===== src/rtl/branch_pc_unit.sv =====
// LC-3 program counter with BR resolution.
// Fetch increments; BR loads PC + sext(offset9) when BEN is set.
module branch_pc_unit #(
  parameter logic [15:0] RESET_PC = 16'h3000,
  parameter int          CNT_W    = 8
) (
  input  logic             Clk,
  input  logic             Reset,
  input  logic             Fetch,
  input  logic             Br_start,
  input  logic [15:0]      IR,
  input  logic             BEN_in,
  output logic [15:0]      PC,
  output logic             Busy,
  output logic             Done,
  output logic             Taken,
  output logic [CNT_W-1:0] Taken_cnt
);

  typedef enum logic [1:0] {
    IDLE   = 2'd0,
    EVAL   = 2'd1,
    UPDATE = 2'd2
  } state_t;

  state_t      state;
  state_t      state_nxt;
  logic [15:0] offset;
  logic        is_idle;
  logic        br_go;
  logic        cnt_full;

  assign is_idle  = (state == IDLE);
  assign br_go    = is_idle && Br_start && (IR[15:12] == 4'b0000);
  assign cnt_full = (Taken_cnt == {CNT_W{1'b1}});
  assign Busy     = !is_idle;
  assign Done     = (state == UPDATE);

  // State register
  always_ff @(posedge Clk or posedge Reset) begin
    if (Reset) state <= IDLE;
    else       state <= state_nxt;
  end

  // Next-state: IDLE -> EVAL -> UPDATE -> IDLE
  always_comb begin
    state_nxt = state;
    unique case (state)
      IDLE:    if (br_go) state_nxt = EVAL;
      EVAL:    state_nxt = UPDATE;
      UPDATE:  state_nxt = IDLE;
      default: state_nxt = IDLE;
    endcase
  end

  // Offset latch: sign-extended offset9 captured when a BR is accepted
  always_ff @(posedge Clk or posedge Reset) begin
    if (Reset)      offset <= 16'h0000;
    else if (br_go) offset <= {{7{IR[8]}}, IR[8:0]};
  end

  // PC: fetch increments in IDLE, taken branch adds offset in UPDATE
  always_ff @(posedge Clk or posedge Reset) begin
    if (Reset)                  PC <= RESET_PC;
    else if (is_idle && Fetch)  PC <= PC + 16'd1;
    else if (Done && Taken)     PC <= PC + offset;
  end

  // Branch outcome sampled from BEN at the end of EVAL
  always_ff @(posedge Clk or posedge Reset) begin
    if (Reset)              Taken <= 1'b0;
    else if (state == EVAL) Taken <= BEN_in;
  end

  // Saturating count of taken branches
  always_ff @(posedge Clk or posedge Reset) begin
    if (Reset)                          Taken_cnt <= '0;
    else if (Done && Taken && !cnt_full) Taken_cnt <= Taken_cnt + 1'b1;
  end

endmodule

===== config.mk =====
export PLATFORM = sky130hd
export DESIGN_NAME = branch_pc_unit
export DESIGN_NICKNAME = d
export VERILOG_FILES = /design/src/rtl/branch_pc_unit.sv
export SDC_FILE = /design/constraint.sdc
export NUM_CORES = 1
export LEC_CHECK = 0
export BUFFER_PORTS_ARGS = -buffer_cell sky130_fd_sc_hd__buf_2
export CAP_MARGIN = 10
export CORE_ASPECT_RATIO = 0.9
export CORE_MARGIN = 2
export CORE_UTILIZATION = 47
export CTS_CLUSTER_SIZE = 10
export DETAILED_ROUTE_END_ITERATION = 8
export GPL_TIMING_DRIVEN = 0
export PLACE_DENSITY = 0.71
export SLEW_MARGIN = 10
export SYNTH_ARGS = -nofsm -noshare
export SYNTH_HDL_FRONTEND = slang
export SYNTH_SLANG_ARGS = --single-unit

===== constraint.sdc =====
create_clock -name Clk -period 4.3 [get_ports Clk]
set_input_delay 0.215 -clock Clk [delete_from_list [all_inputs] [get_ports Clk]]
set_output_delay 0.215 -clock Clk [all_outputs]
set_load 0.05 [all_outputs]

After elaboration in Yosys (flattened, before gate mapping)
Index checks and enable logic that the tools add are counted.

word-level totals
  register bits after elaboration = 36
  input bits = 21
  output and inout port bits = 27
  logic and storage cells = 26

cells by class
  add/sub/neg operators = 3
  equality and inequality tests = 4
  muxes and demuxes = 4
  reductions and logical operators = 10

operators with widths
  operator                                                count
  2-to-1 mux 16 bit                                       2
  adder 16 x 1 -> 16 bit (second input constant)          1
  adder 16 bit                                            1
  adder 8 x 1 -> 8 bit (second input constant)            1
  equality test 8 bit (second input constant)             1
  logical AND 1 bit                                       5
  logical NOT 4 bit                                       1
  case mux 2 bit (2 select lines)                         1
  equality test 2 x 1 -> 1 bit (second input constant)    1
  equality test 2 bit (second input constant)             1
  logical NOT 1 bit                                       2
  logical NOT 2 bit                                       1
  2-to-1 mux 2 bit                                        1
  inequality test 2 x 1 -> 1 bit (second input constant)  1
  nonzero test 2 bit                                      1

Longest topological paths before layout
  word-level depth = 5
  gate-level depth with buffers = 10
  depth with buffers taken out = 9

Least setup slack after synthesis
Ideal clock, no wire load.

  path type = reg2reg
  start point = register state[0]
  end point = register PC[10]
  library setup time = 0.082 ns
  data arrival time = 2.881 ns
  data required time = 4.218 ns
  path slack = 1.337 ns
  stages on the path, launching flop included = 10
  path buffers = 1
  cells stage by stage = dfrtp_1 > or3b_4 > clkbuf_1 > and2_1 > fa_1 > a211oi_1 > o21ai_0 > a31oi_1 > mux2i_1 > xor2_1

between the ends
  cells in the longest elaborated chain, start to end = 3

ends and longest elaborated chain
  item                                                               RTL line  RTL
  from (decl)                                                        26        state_t state;
  from (signal assigned)                                             42        else state <= state_nxt;
  equality test 2 bit or logical NOT 2 bit (tied branches)           37, 33
  logical AND 1 bit, on equally long branches                        66, 65
  nonzero test 2 bit (no line) or 2-to-1 mux 16 bit (tied branches)  n/a
  to (signal assigned)                                               65        else if (is_idle && Fetch) PC <= PC + 16'd1;
  to (signal assigned)                                               66        else if (Done && Taken) PC <= PC + offset;
  to (decl)                                                          13        output logic [15:0] PC,

Parallel ways exist; a longest one is shown, timed or not.
A chain may end at the register's enable or synchronous reset.

Worst setup path after layout
Same ends and word-level chain as after synthesis.

==> summary.md <==
| Metric | Value |
|---|---|
| Final Hold Viols | 0 |
| Number of register bits inferred by synthesis | 36 |
| Worst skew pair latency | 0.29 ns |
| Final routed DRC violation total | 0 |
| Overall global routing resource usage | 18.3% |
| Initial antenna violation count | 0 |
| DRT antenna net count | 0 |
| Area added between synthesis and finish | 18.4% |
| Maximum count of clock buffers along a single path | 2 |
| Vias after detailed routing | 1560 |
| Gate Count Post-Synth | 191 |
| Type of origin of the critical path | flop |
| Number of rows created at floorplan | 22 |
| Total wirelength of the detailed-routed design | 3950 um |
| TritonCTS clock tree | built |
| Number of global-route vias before repair | 1449 |
| Crit Path Category | flop to flop |
| Worst-path fanout max | 10 |
| Area of the die | 4860 sq um |
| Clock root buffer master | sky130_fd_sc_hd__clkbuf_8 |
| Top FF cell, synth | sky130_fd_sc_hd__dfrtp_1 |
| Per-instance average area after synthesis | 10.6 sq um |
| Number of enable-type register cells in the synthesized netlist | 0 |
| Post-synthesis instance area | 2030 sq um |
| Switching part of the total | 46.3% |
| Hold-fix buffers, CTS | 0 |
| Reg power frac | 36.2% |
| Ratio of cells with drive above 1 in the final layout | 29.6% |
| Hold crit path type | primary input to asynchronous set/reset pin |
| Cells taking the most area after synthesis | sky130_fd_sc_hd__dfrtp_1 (42%), sky130_fd_sc_hd__mux2_2 (6.1%), sky130_fd_sc_hd__ha_1 (5.5%) |
| Level count of the clock H-tree | 2 |
| Number of setup violations in the final report | 0 |
| Actual transition at the worst max-transition pin | 0.733 ns |
| Detailed-routing iteration count for the pre-antenna-repair pass | 4 |
| RePlAce Congestion | 0.826 |
| Cell accounting for the most synthesized area | sky130_fd_sc_hd__dfrtp_1 |
| Fraction of registers with async set or reset after synthesis | 100% |
| Final clock skew | 0.00813 ns |
| Crit path time final | 3.34 ns |
| Post-detailed-placement half-perimeter wirelength | 2930 um |
| Post-CTS clock slew at the launch and capture registers of the worst setup and hold paths | 0.08 ns |
| Number of DRC markers after the initial detailed-route iteration | 44 |
| Max Slew Vio Count | 0 |
| Initial standard-cell utilization of the core | 49.5% |
| Cell at the slowest stage of the critical path | sky130_fd_sc_hd__a31oi_1 |
| Maximum number of pins on one net before global-route repair | 37 |
| Max_slew headroom | 51.0% |
| Share of the clock period used by the worst path | 77.6% |
| I/O Buffers | 44 |
| Setup Total Neg Slack | 0 ns |
| Yosys top cell area share | 41.9% |
| Critical Path Start | state[0]$_DFFE_PP0P_ |
| Clk network pwr share | 17.5% |
| Critical path's largest stage delay | 0.52 ns |
| Internal power contribution | 0.753 mW |
| FMAX | 0.300 GHz |
| Die Y-Extent | 66.3 um |
| Total number of yosys warnings | 0 |
| Worst reg2reg path startpoint | state[0]$_DFFE_PP0P_ |
| Data arrival time of the critical path | 3.56 ns |
| Worst endpoint required time | 4.52 ns |
| Overall Power | 1.40 mW |
| Wire length of the first global-routing pass | 6670 um |
| Total overflow reported by the global router | 0 |
| Synthesized netlist net count | 222 |
| Net switching component of the power | 0.649 mW |
| Kind of capture point of the worst setup path | flop |
| Proportion of synthesized chip area in sequential cells | 44.5% |
| Count of inserted antenna diode cells | 0 |
| Share of total power in combinational logic | 46.3% |
| Horiz. Die Dim | 73.3 um |
| Total number of nets in the final design | 273 |
| Setup Buffers After CTS | 0 |
| Outcome | finished, final reports clean |
| Standby leakage power | 1.20 nW |
| Top Ports | 48 |
| Average wire per standard cell | 13.6 um |
| Number of gates given a new drive strength after cts | 0 |
| Largest vdd supply drop | 0.261 mV |
| Clock buffers created by TritonCTS | 5 |
| RSZ-0062 raised after global routing | no |
| Power per cell area | 583 nW/um^2 |
| CP Cell Sequence | or3b_4 -> clkbuf_1 -> and2_1 -> fa_1 -> a211oi_1 -> o21ai_0 -> a31oi_1 -> mux2i_1 -> xor2_1 |
| Max Cap Violations | 0 |
| Core area | 4100 sq um |
| Via-per-instance ratio | 5.36 |
| Number of sinks driven by the clock tree | 36 |
| Library cells used by synthesis | 40 |
[through the flow]
| stage | setup WS [ns] | hold slack, ns | cell area (sq um) | utilization [%] | cells |
|---|---|---|---|---|---|
| final | 0.963 | 0.0447 | 2400 | 58.6 | 291 |
| after global routing | 0.689 | 0.111 | 2400 | 58.6 | 291 |
| after CTS | 0.929 | 0.0814 | 2400 | 58.6 | 291 |
| after detailed placement | 0.961 | 0.396 | 2310 | 56.3 | 283 |
| after global placement | 0.959 | 0.447 | 2310 | 56.3 | 283 |
| after floorplan | 1.34 | 0.366 | 2030 | - | 191 |
[worst paths after layout]
| kind | to | slack [ns] | cells past startpoint |
|---|---|---|---|
| max | PC[10]$_DFFE_PP0P_ | 0.96 | 9 |
| min | PC[15]$_DFFE_PP0P_ | 0.04 | 2 |
| max reg2reg | PC[10]$_DFFE_PP0P_ | 0.96 | 9 |
| min reg2reg | PC[15]$_DFFE_PP0P_ | 0.46 | 1 |
| max in group asynchronous | Taken_cnt[5]$_DFFE_PP0P_ | 3.79 | 2 |
| min in group Clk | offset[8]$_DFFE_PP0P_ | 0.15 | 2 |
[power groups by stage]
stage	clock network, mW	registers, mW	logic [mW]
6_report	0.245	0.507	0.649
5_1_grt	0.269	0.522	0.701
4_1_cts	0.251	0.508	0.652
3_5_place_dp	0	0.514	0.651
3_3_place_gp	0	0.510	0.638
2_1_floorplan	0	0.717	0.299
[synth_stat cells (all sizes together) (2+ instances only)]
library cell  count
o21bai            2
mux2             11
nand2b            3
a21o              4
clkbuf            4
dfrtp            34
dfstp             2
and3              6
or2               2
ha                9
a211oi            2
xnor2            12
a2111oi           2
nand2            22
mux2i             9
and2              7
nor2              6
inv               2
nand3             5
xor2              9
o21ai            11
nor3              5
a21oi             7
[cell families (layout without fill, tap and decap cells)]
kind of cell / Yosys count / count (layout) / share of synthesized area, %
compound gates: 33 / 33 / 11.2
xor+xnor: 21 / 21 / 9.06
fa+ha+maj: 10 / 10 / 6.54
buf+inv: 6 / 58 / 1.11
flops: 36 / 36 / 44.5
mux: 20 / 20 / 10.5
simple gates: 65 / 65 / 17.0
[flip-flops by register name, indices dropped and copies added (netlist names)]
register	count
offset	9
Taken_cnt	8
Taken	1
PC	16
state	2
[critical path, delay by kind of cell (launching register included)]
kind                     cells  cell delay, ns
flip-flops                   1            0.47
XOR/XNOR                     1            0.16
adder cells (fa/ha/maj)      1            0.46
buffers and inverters        1            0.22
AO/OA/AOI/OAI                3            0.96
AND/OR/NAND/NOR              2            0.71
multiplexers                 1            0.30
[layout by cell type, fill, tap and decap left out, types with 7 or more instances in the layout]
cell and count:
sky130_fd_sc_hd__o21ai_0 11, sky130_fd_sc_hd__ha_1 9, sky130_fd_sc_hd__nand2_1 22, sky130_fd_sc_hd__mux2_2 11
sky130_fd_sc_hd__mux2i_1 9, sky130_fd_sc_hd__dfrtp_1 34, sky130_fd_sc_hd__a21oi_1 7, sky130_fd_sc_hd__xor2_1 9
sky130_fd_sc_hd__and2_1 7, sky130_fd_sc_hd__xnor2_1 12, sky130_fd_sc_hd__buf_2 44
[per-layer routing]
| layer | track usage [%] | vias to the layer above | wire (um) | part of all wire (%) |
|---|---|---|---|---|
| li1 | - | 783 | - | - |
| met1 | 24.8 | 735 | 1920 | 49 |
| met2 | 27.5 | 38 | 1770 | 45 |
| met3 | 5.64 | 4 | 225 | 5.7 |
| met4 | 6.25 | 0 | 32 | 0.81 |
| met5 | 0 | - | 0 | 0 |
[layout make-up]
class                   instances  area (sq um)
clock inverters                 3          23.8
clock buffers                   5          68.8
flip-flops and latches         36           903
repair buffers                 44           220
plain buffers                   4          15.0
multi-input cells             149          1100
fillers                       364          1700
inverters                       2          7.51
well taps                      48          60.1
Note: power is estimated with default switching activity, not from simulation.
